--- src/rtl/add8_bist.sv ---
`default_nettype none
// ============================================================================
// Module      : add8_bist
// Description : On-chip stimulus generator and response checker for an 8-bit
//               ripple adder. Drives four directed vectors followed by
//               LFSR-generated vectors, samples {cout, s} after a settle
//               window, compares against a+b+cin and tallies pass/fail.
//               Optional macro ADD8_BIST_STOP_ON_FAIL_EN ends the run at the
//               first mismatching vector.
// Revision    : 1.0 - initial release
// ============================================================================
module add8_bist #(
  parameter int          NUM_VEC = 64,
  parameter int          SETTLE  = 2,
  parameter logic [16:0] SEED    = 17'h1ACE5
) (
  input  logic        clk,
  input  logic        rst,
  input  logic        start,
  input  logic [7:0]  s,
  input  logic        cout,
  output logic [7:0]  a,
  output logic [7:0]  b,
  output logic        cin,
  output logic        busy,
  output logic        done,
  output logic        pass,
  output logic [15:0] pass_cnt,
  output logic [15:0] fail_cnt,
  output logic [33:0] first_fail
);

  localparam logic [15:0] LAST_IDX = 16'(NUM_VEC - 1);
  localparam logic [7:0]  SETTLE_C = 8'(SETTLE);
`ifdef ADD8_BIST_STOP_ON_FAIL_EN
  localparam logic        STOP_ON_FAIL = 1'b1;
`else
  localparam logic        STOP_ON_FAIL = 1'b0;
`endif

  typedef enum logic [2:0] {
    S_IDLE  = 3'd0,
    S_APPLY = 3'd1,
    S_WAIT  = 3'd2,
    S_CHECK = 3'd3,
    S_DONE  = 3'd4
  } state_t;

  state_t      state_q, state_d;
  logic [15:0] idx_q, idx_d;
  logic [16:0] lfsr_q, lfsr_d;
  logic [7:0]  cnt_q, cnt_d;
  logic [7:0]  a_q, a_d, b_q, b_d;
  logic        cin_q, cin_d;
  logic [15:0] pass_cnt_q, pass_cnt_d;
  logic [15:0] fail_cnt_q, fail_cnt_d;
  logic [33:0] first_fail_q, first_fail_d;

  logic [16:0] vec;
  logic [8:0]  golden;
  logic        match;

  // Vector source: directed table for the first four indices, LFSR after that
  always_comb begin
    vec = lfsr_q;
    unique case (idx_q)
      16'd0:   vec = {8'h00, 8'h00, 1'b0};
      16'd1:   vec = {8'hFF, 8'h01, 1'b0};
      16'd2:   vec = {8'hAA, 8'h55, 1'b0};
      16'd3:   vec = {8'hF0, 8'h0F, 1'b1};
      default: vec = lfsr_q;
    endcase
  end

  // Golden sum of the operands currently on the pins versus the adder response
  always_comb begin
    golden = {1'b0, a_q} + {1'b0, b_q} + {8'd0, cin_q};
    match  = (golden == {cout, s});
  end

  // Next-state and datapath update for the run sequencer
  always_comb begin
    state_d      = state_q;
    idx_d        = idx_q;
    lfsr_d       = lfsr_q;
    cnt_d        = cnt_q;
    a_d          = a_q;
    b_d          = b_q;
    cin_d        = cin_q;
    pass_cnt_d   = pass_cnt_q;
    fail_cnt_d   = fail_cnt_q;
    first_fail_d = first_fail_q;
    unique case (state_q)
      S_IDLE, S_DONE: begin
        if (start) begin
          pass_cnt_d   = 16'd0;
          fail_cnt_d   = 16'd0;
          first_fail_d = 34'd0;
          idx_d        = 16'd0;
          lfsr_d       = SEED;
          state_d      = S_APPLY;
        end
      end
      S_APPLY: begin
        {a_d, b_d, cin_d} = vec;
        cnt_d             = SETTLE_C;
        state_d           = S_WAIT;
      end
      S_WAIT: begin
        cnt_d = cnt_q - 8'd1;
        if (cnt_d == 8'd0) begin
          state_d = S_CHECK;
        end
      end
      S_CHECK: begin
        if (match) begin
          if (pass_cnt_q != 16'hFFFF) pass_cnt_d = pass_cnt_q + 16'd1;
        end else begin
          if (fail_cnt_q != 16'hFFFF) fail_cnt_d = fail_cnt_q + 16'd1;
          if (fail_cnt_q == 16'd0) first_fail_d = {idx_q, a_q, b_q, cin_q};
        end
        // The LFSR must hold SEED through idx 3 so that idx 4 sees its first step
        if (idx_q >= 16'd3) lfsr_d = {lfsr_q[15:0], lfsr_q[16] ^ lfsr_q[13]};
        if ((idx_q == LAST_IDX) || (STOP_ON_FAIL && !match)) begin
          state_d = S_DONE;
        end else begin
          idx_d   = idx_q + 16'd1;
          state_d = S_APPLY;
        end
      end
      default: state_d = S_IDLE;
    endcase
  end

  // State and datapath registers with synchronous reset
  always_ff @(posedge clk) begin
    if (rst) begin
      state_q      <= S_IDLE;
      idx_q        <= 16'd0;
      lfsr_q       <= SEED;
      cnt_q        <= 8'd0;
      a_q          <= 8'd0;
      b_q          <= 8'd0;
      cin_q        <= 1'b0;
      pass_cnt_q   <= 16'd0;
      fail_cnt_q   <= 16'd0;
      first_fail_q <= 34'd0;
    end else begin
      state_q      <= state_d;
      idx_q        <= idx_d;
      lfsr_q       <= lfsr_d;
      cnt_q        <= cnt_d;
      a_q          <= a_d;
      b_q          <= b_d;
      cin_q        <= cin_d;
      pass_cnt_q   <= pass_cnt_d;
      fail_cnt_q   <= fail_cnt_d;
      first_fail_q <= first_fail_d;
    end
  end

  assign a          = a_q;
  assign b          = b_q;
  assign cin        = cin_q;
  assign busy       = (state_q == S_APPLY) || (state_q == S_WAIT) || (state_q == S_CHECK);
  assign done       = (state_q == S_DONE);
  assign pass       = done && (fail_cnt_q == 16'd0);
  assign pass_cnt   = pass_cnt_q;
  assign fail_cnt   = fail_cnt_q;
  assign first_fail = first_fail_q;

endmodule
`default_nettype wire

--- config.mk ---
export PLATFORM = sky130hd
export DESIGN_NAME = add8_bist
export DESIGN_NICKNAME = d
export VERILOG_FILES = /design/src/rtl/add8_bist.sv
export SDC_FILE = /design/constraint.sdc
export NUM_CORES = 1
export LEC_CHECK = 0
export ABC_AREA = 0
export CAP_MARGIN = 20
export CELL_PAD_IN_SITES_DETAIL_PLACEMENT = 2
export CELL_PAD_IN_SITES_GLOBAL_PLACEMENT = 2
export CORE_ASPECT_RATIO = 1.25
export CORE_MARGIN = 4
export CORE_UTILIZATION = 33
export CTS_BUF_LIST = sky130_fd_sc_hd__clkbuf_8
export CTS_CLUSTER_SIZE = 20
export DETAILED_ROUTE_END_ITERATION = 6
export PLACE_DENSITY_LB_ADDON = 0.1
export RECOVER_POWER = 100
export SYNTH_ARGS = -nofsm -noshare
export SYNTH_HDL_FRONTEND = slang
export SYNTH_SLANG_ARGS = --single-unit
--- constraint.sdc ---
create_clock -name clk -period 3.2 [get_ports clk]
set_input_delay 0.48 -clock clk [delete_from_list [all_inputs] [get_ports clk]]
set_output_delay 0.48 -clock clk [all_outputs]
set_load 0.05 [all_outputs]
==> impl_metrics.toml, run 1 <==
[power]
switching_share = 0.324
power.combinational.fraction = 0.233
internal_uw = 2930
power_switching_uw = 1410
peakVddDrop_mv = 0.250
power_per_cell_area_mw_per_mm2 = 507
seq_power_share = 0.387
final_total_pwr_uw = 4340
power.leakage_uw = 0.00303
share_clk_of_total_power = 0.379

[critical_path]
timing.setup.critical_path_class = "flip-flop to flip-flop"
crit_arrival_ns = 3.46
worstPathBufferInverterCount = 4
start_kind = "flip-flop"
worst_setup_path_end_kind = "flip-flop"
timing.critical_path.max_delay_family = "compound AO/OA/AOI/OAI gates"
worst_ep_required_time_ns = 3.54
critical_path.slowest_cell = "sky130_fd_sc_hd__fa_2"
critPathMaxStageDelay_ns = 0.41
path_cells = "inv_4 -> fa_2 -> inv_2 -> fa_2 -> a21o_1 -> a311oi_2 -> o21a_1 -> o21ai_4 -> nor4_4 -> buf_4 -> clkbuf_16 -> o22ai_1 -> a21o_1"
critical_path.max_fanout = 7

[timing]
final.period_utilization = 0.974
max_freq_mhz = 321
relSlewSlack = 0.481
grt_setup_unrepaired = "yes"
timing_hold_violations_final = 0
fin_crit_period_ns = 3.12
worst_slew_pin_slew_ns = 0.771
report.final.slew_viol_count = 0
hold_slack_ns = 0.481
final_clock_skew_ns = 0.0157
finalSetupViolations = 0

[global_route]
via_count_of_the_first_global_routing_pass = 7160
global_route.overflow_total = 0
grt_util_all_layers = 0.210
grt_pass1_wl_microns = 38200
grt_start_max_net_pins = 61
grt_antenna_before_repair = 0

[routing]
postRouteAntennaNets = 0
drt_iter0_markers = 286
dr.pass1.iters = 4
avgRoutedWirePerCell_microns = 20.6
avgViaCountPerCell = 5.64
drc_markers = 0
dr_total_vias = 6597
postRouteWirelength_microns = 24100

[clock_tree]
clkLatencyLatePin_ns = 0.45
clock_tree.root_cell = "sky130_fd_sc_hd__clkbuf_8"
cts_sinks = 126
clock_tree.htree_level_count = 4
cts_tree = "yes"
cts_made_buffers = 17
clockBufferDepth = 2
clk_pin_slew_ns = 0.08

[final_layout]
postLayoutCoreUtil = 0.439
design_area_sq_mm = 0.00855
layout.cells.non_filler = 1170
post_synthesis_to_final_layout_area_growth_pct = 30.3
finish.net_count = 922
antenna_cells_inserted = 0
final_layout_size_suffix_gt1_frac = 0.123
n_fill_cell = 2194

[synth]
yosysTopAreaCell = "sky130_fd_sc_hd__dfxtp_1"
synth_seq_area_share = 0.385
synth.cell_area_sq_mm = 0.00656
postSynthRegisterBits = 126
postSynthNetCount = 830
synth_cells = 800
async_s_r_ff_share_synth = 0
synth.avg_cell_area_sq_um = 8.20
synth.lib_cells_used.distinct = 72
synth_top_area_share = 0.385
synth-main-ff-cell = "sky130_fd_sc_hd__dfxtp_1"
synth.area.top_cells = "sky130_fd_sc_hd__dfxtp_1 (38%), sky130_fd_sc_hd__a21oi_1 (6.7%), sky130_fd_sc_hd__o21ai_0 (4.9%)"
synth_warnings = 0
number_of_synthesized_flops_with_an_enable_pin = 0

[placement]
post_dp_cell_area_sq_mm = 0.00781
finalWeightedCongestion = 0.797
place.port_buffers = 96
placed_instance_count = 1125
detailedPlacementHpwl_microns = 17100

[floorplanning]
start_util = 0.337
ioPinCount = 98
die_w_microns = 134
die-area_sq_mm = 0.0222
die-height_microns = 166
coreArea_sq_mm = 0.0195
rows = 57

[worst_hold_path]
hold_path_class = "flip-flop to flip-flop"

[flow_run]
maxCapViolCount = 0

[outcome]
outcome = "completed"
-- cell families after synthesis --
logic type / Yosys count / synth area share
AOI/OAI and AO/OA: 243 / 0.231
xor gates and xnor gates: 29 / 0.0399
adders and majority gates: 18 / 0.0366
buffers and inverters: 79 / 0.0496
DFF: 126 / 0.385
muxes: 3 / 0.00458
other: 1 / 0.000572
and+or+nand+nor: 301 / 0.253
-- area by class of cell --
| type | count | area, sq um | area share |
|---|---|---|---|
| clock buffers | 18 | 248 | 0.0290 |
| well taps | 265 | 332 | 0.0388 |
| inverters | 17 | 66.3 | 0.00776 |
| flip-flops and latches | 126 | 2530 | 0.296 |
| clock inverters | 14 | 215 | 0.0252 |
| repair buffers | 135 | 1350 | 0.158 |
| multi-input cells | 595 | 3810 | 0.445 |
-- cells in the final DEF (no fill, tap or decap), drive strengths merged, types with 5 or more instances in the layout --
| cell | count |
|---|---|
| bufinv | 5 |
| clkbuf | 20 |
| o22ai | 18 |
| nand2 | 46 |
| nor3 | 20 |
| nor2 | 67 |
| nand2b | 17 |
| ha | 16 |
| or3 | 8 |
| a21oi | 88 |
| nor4 | 13 |
| nand3 | 22 |
| xnor2 | 16 |
| clkdlybuf4s50 | 94 |
| buf | 38 |
| nor2b | 8 |
| o21ai | 65 |
| clkinv | 6 |
| dfxtp | 126 |
| and3 | 18 |
| a211oi | 10 |
| nand4b | 5 |
| nand4 | 44 |
| a22oi | 7 |
| inv | 19 |
| nor4bb | 6 |
| a21o | 12 |
| a31oi | 5 |
| xor2 | 13 |
-- synth_stat cells (3+ instances only) --
library cell	instances
sky130_fd_sc_hd__dfxtp_1	126
sky130_fd_sc_hd__a21oi_1	88
sky130_fd_sc_hd__nor2_1	67
sky130_fd_sc_hd__o21ai_0	64
sky130_fd_sc_hd__nand2_1	46
sky130_fd_sc_hd__nand4_1	44
sky130_fd_sc_hd__clkbuf_1	41
sky130_fd_sc_hd__nand3_1	22
sky130_fd_sc_hd__nor3_1	20
sky130_fd_sc_hd__and3_1	18
sky130_fd_sc_hd__o22ai_1	18
sky130_fd_sc_hd__inv_1	17
sky130_fd_sc_hd__nand2b_1	17
sky130_fd_sc_hd__ha_1	16
sky130_fd_sc_hd__xnor2_1	15
sky130_fd_sc_hd__xor2_1	13
sky130_fd_sc_hd__a21o_1	12
sky130_fd_sc_hd__buf_2	11
sky130_fd_sc_hd__nor4_1	11
sky130_fd_sc_hd__a211oi_1	10
sky130_fd_sc_hd__nor2b_1	8
sky130_fd_sc_hd__or3_1	8
sky130_fd_sc_hd__a22oi_1	7
sky130_fd_sc_hd__buf_1	7
sky130_fd_sc_hd__nor4bb_1	6
sky130_fd_sc_hd__a31oi_1	5
sky130_fd_sc_hd__nand4b_1	5
sky130_fd_sc_hd__and2_1	4
sky130_fd_sc_hd__and4_1	4
sky130_fd_sc_hd__nand3b_1	4
sky130_fd_sc_hd__o21a_1	4
sky130_fd_sc_hd__a221oi_1	3
sky130_fd_sc_hd__mux2i_1	3
sky130_fd_sc_hd__o31a_1	3
sky130_fd_sc_hd__or4_1	3
-- power by group through the flow --
stage | Sequential (uW) | Combinational (uW) | Clock [uW]
after floorplan | 1800 | 561 | 0
after global placement | 1710 | 927 | 0
after detailed placement | 1720 | 965 | 0
after CTS | 1680 | 980 | 1690
after global routing | 1690 | 1110 | 1760
final | 1680 | 1010 | 1640
-- sequential cells by signal, summed over array words and instances (netlist names) --
signal	count
a	8
b	8
cin	1
cnt_q	8
fail_cnt	16
first_fail	33
idx_q	16
lfsr_q	17
pass_cnt	16
state_q	3
-- tightest hold or removal path, cell delays in order (launching register included) --
cell and delay, ns:
sky130_fd_sc_hd__dfxtp_1 0.31, sky130_fd_sc_hd__o21ai_0 0.07, sky130_fd_sc_hd__a21oi_1 0.06
-- final timing paths --
| check | start | endpoint | slack, ns | cells after the start |
|---|---|---|---|---|
| setup / recovery | cin | pass_cnt[12] | 0.08 | 13 |
| setup reg to reg | cin | pass_cnt[12] | 0.08 | 13 |
| hold / removal | first_fail[18] | first_fail[18] | 0.48 | 2 |
| hold reg to reg | first_fail[18] | first_fail[18] | 0.48 | 2 |
-- layer usage --
metal | vias to the layer above | wire [microns] | track usage | share of wire
met5 | - | 0 | 0 | 0
met1 | 3343 | 10400 | 0.250 | 0.43
met2 | 102 | 12700 | 0.386 | 0.53
met3 | 28 | 688 | 0.0361 | 0.029
met4 | 0 | 338 | 0.0562 | 0.014
li1 | 3124 | - | - | -
-- per-stage QoR --
| step | TNS, ns | setup slack [ns] |
|---|---|---|
| 3_3_place_gp | 0 | 0.114 |
| 4_1_cts | 0 | 0.00905 |
| 3_5_place_dp | -0.248 | -0.0567 |
| 5_1_grt | -0.732 | -0.0635 |
| 2_1_floorplan | 0 | 0.0625 |
| 6_report | 0 | 0.0830 |
-- timing repair --
item / 4_1_cts / 5_1_grt
setup buffers: 0 / 9
gates cloned: 0 / 3
endpoints found under the setup margin: 32 / 58
resized for setup: 4 / 25
pin swaps: 3 / 23
hold buffers: 0 / 0
Note: power is estimated with default switching activity, not from simulation.
==> run 2: changes to the inputs <==
- CORE_MARGIN: 4 -> 3
==> impl_metrics.toml, run 2 (same netlist as run 1, synthesis figures left out) <==
[timing]
final_clock_skew_ns = 0.0172
grt_setup_unrepaired = "yes"
max_freq_mhz = 324
report.final.slew_viol_count = 0
final.period_utilization = 0.966
finalSetupViolations = 0
hold_slack_ns = 0.464
fin_crit_period_ns = 3.09
worst_slew_pin_slew_ns = 0.896
relSlewSlack = 0.403
timing_hold_violations_final = 0

[critical_path]
start_kind = "flip-flop"
critical_path.max_fanout = 27
r2r.worst_path.cells = 13
worst_setup_path_end_kind = "flip-flop"
timing.setup.critical_path_class = "flip-flop to flip-flop"
worst_ep_required_time_ns = 3.61
crit_arrival_ns = 3.50

[final_layout]
post_synthesis_to_final_layout_area_growth_pct = 29.3
postLayoutCoreUtil = 0.436
finish.net_count = 919
n_fill_cell = 2149
final_cell_mix = "sky130_fd_sc_hd__dfxtp_1 (123), sky130_fd_sc_hd__a21oi_1 (86), sky130_fd_sc_hd__dlygate4sd3_1 (85), sky130_fd_sc_hd__nor2_1 (67), sky130_fd_sc_hd__o21ai_0 (64)"
antenna_cells_inserted = 0
largest_register_ff_count = 33
final_common_cell = "sky130_fd_sc_hd__dfxtp_1"
design_area_sq_mm = 0.00848
final_layout_size_suffix_gt1_frac = 0.113

[placement]
post_dp_cell_area_sq_mm = 0.00786
detailedPlacementHpwl_microns = 17300
finalWeightedCongestion = 0.835
place.port_buffers = 96

[global_route]
global_route.overflow_total = 0
grt_util_all_layers = 0.225
grt_antenna_before_repair = 0
grt_start_max_net_pins = 78
grt_pass1_wl_microns = 39100
via_count_of_the_first_global_routing_pass = 7030

[routing]
drc_markers = 0
dr.pass1.iters = 4
dr_total_vias = 6567
drt_iter0_markers = 278
avgViaCountPerCell = 5.63
avgRoutedWirePerCell_microns = 21.2
postRouteWirelength_microns = 24700
postRouteAntennaNets = 0

[outcome]
outcome = "completed"

[worst_hold_path]
hold_path_class = "primary input to flip-flop"
hold-path-cell-count = 2

[floorplanning]
die-height_microns = 164
die_w_microns = 132
start_util = 0.337
die-area_sq_mm = 0.0216
ioPinCount = 98
coreArea_sq_mm = 0.0195
rows = 57

[power]
power.leakage_uw = 0.00325
peakVddDrop_mv = 0.248
power_per_cell_area_mw_per_mm2 = 506

[clock_tree]
clkLatencyLatePin_ns = 0.47
clk_pin_slew_ns = 0.09
clockBufferDepth = 2
cts_made_buffers = 17
cts_hold_repair.buffers = 0
clock_tree.htree_level_count = 4
cts_tree = "yes"
cts_sinks = 126
clock_tree.root_cell = "sky130_fd_sc_hd__clkbuf_8"

[flow_run]
maxCapViolCount = 0
-- run 2: power by group --
group	switching, uW	internal [uW]	leakage, uW	total (uW)
clock	711	870	0.000220	1580
sequential	61.9	1620	0.00102	1680
combinational	671	361	0.00201	1030
total	1440	2850	0.00325	4290
-- run 2: per-layer routing --
layer / vias up / global-route usage / part of all wire
li1: 3120 / - / -
met2: 94 / 0.412 / 0.52
met1: 3327 / 0.270 / 0.43
met4: 0 / 0.0707 / 0.017
met5: - / 0 / 0
met3: 26 / 0.0364 / 0.025
-- run 2: through the flow --
step                worst slack [ns]  setup TNS [ns]  power, uW  cells
floorplan                     0.0625               0       2360    800
global placement               0.149               0       2660   1129
detailed placement           -0.0595          -0.197       2710   1129
CTS                          -0.0111         -0.0192       4300   1161
global route                 -0.0378          -0.382       4490   1167
finish                         0.110               0       4290   1167
-- run 2: timing repair --
action                     in CTS  in global routing
setup buffers                   0                  4
gates cloned                    0                  1
setup endpoints to repair      33                 66
pin swaps                       1                  8
resized for setup               4                 22
-- run 2: worst max-delay path, cell delays in order (launching register included) --
cell and delay (ns):
sky130_fd_sc_hd__dfxtp_2 0.34, sky130_fd_sc_hd__inv_2 0.05, sky130_fd_sc_hd__fa_2 0.39, sky130_fd_sc_hd__inv_2 0.06
sky130_fd_sc_hd__fa_2 0.45, sky130_fd_sc_hd__xnor2_2 0.17, sky130_fd_sc_hd__nand3_2 0.13, sky130_fd_sc_hd__nor4_4 0.20
sky130_fd_sc_hd__o2111ai_4 0.19, sky130_fd_sc_hd__buf_12 0.18, sky130_fd_sc_hd__nor4_4 0.18, sky130_fd_sc_hd__buf_12 0.21
sky130_fd_sc_hd__nor4bb_1 0.34, sky130_fd_sc_hd__a21o_1 0.13
-- run 2: layout make-up --
cell class / count / area [sq um] / share of cell area
Multi-Input combinational cell: 595 / 3800 / 0.449
Tap cell: 265 / 332 / 0.0391
Clock buffer: 18 / 248 / 0.0292
Sequential cell: 126 / 2530 / 0.298
Inverter: 17 / 63.8 / 0.00752
Clock inverter: 14 / 193 / 0.0227
Timing Repair Buffer: 132 / 1320 / 0.155
-- run 2: path summary, 6_finish.rpt --
| kind | to | slack (ns) | from |
|---|---|---|---|
| min | first_fail[24] | 0.46 | rst |
| min reg2reg | first_fail[19] | 0.48 | first_fail[19] |
| max | pass_cnt[2] | 0.11 | a[0] |
| max reg2reg | pass_cnt[2] | 0.11 | a[0] |
==> run 3: changes to the inputs <==
- HOLD_SLACK_MARGIN: not set -> 0.05
==> results of run 3 <==
Final layout, timing and power as in run 2 (identical DEF).
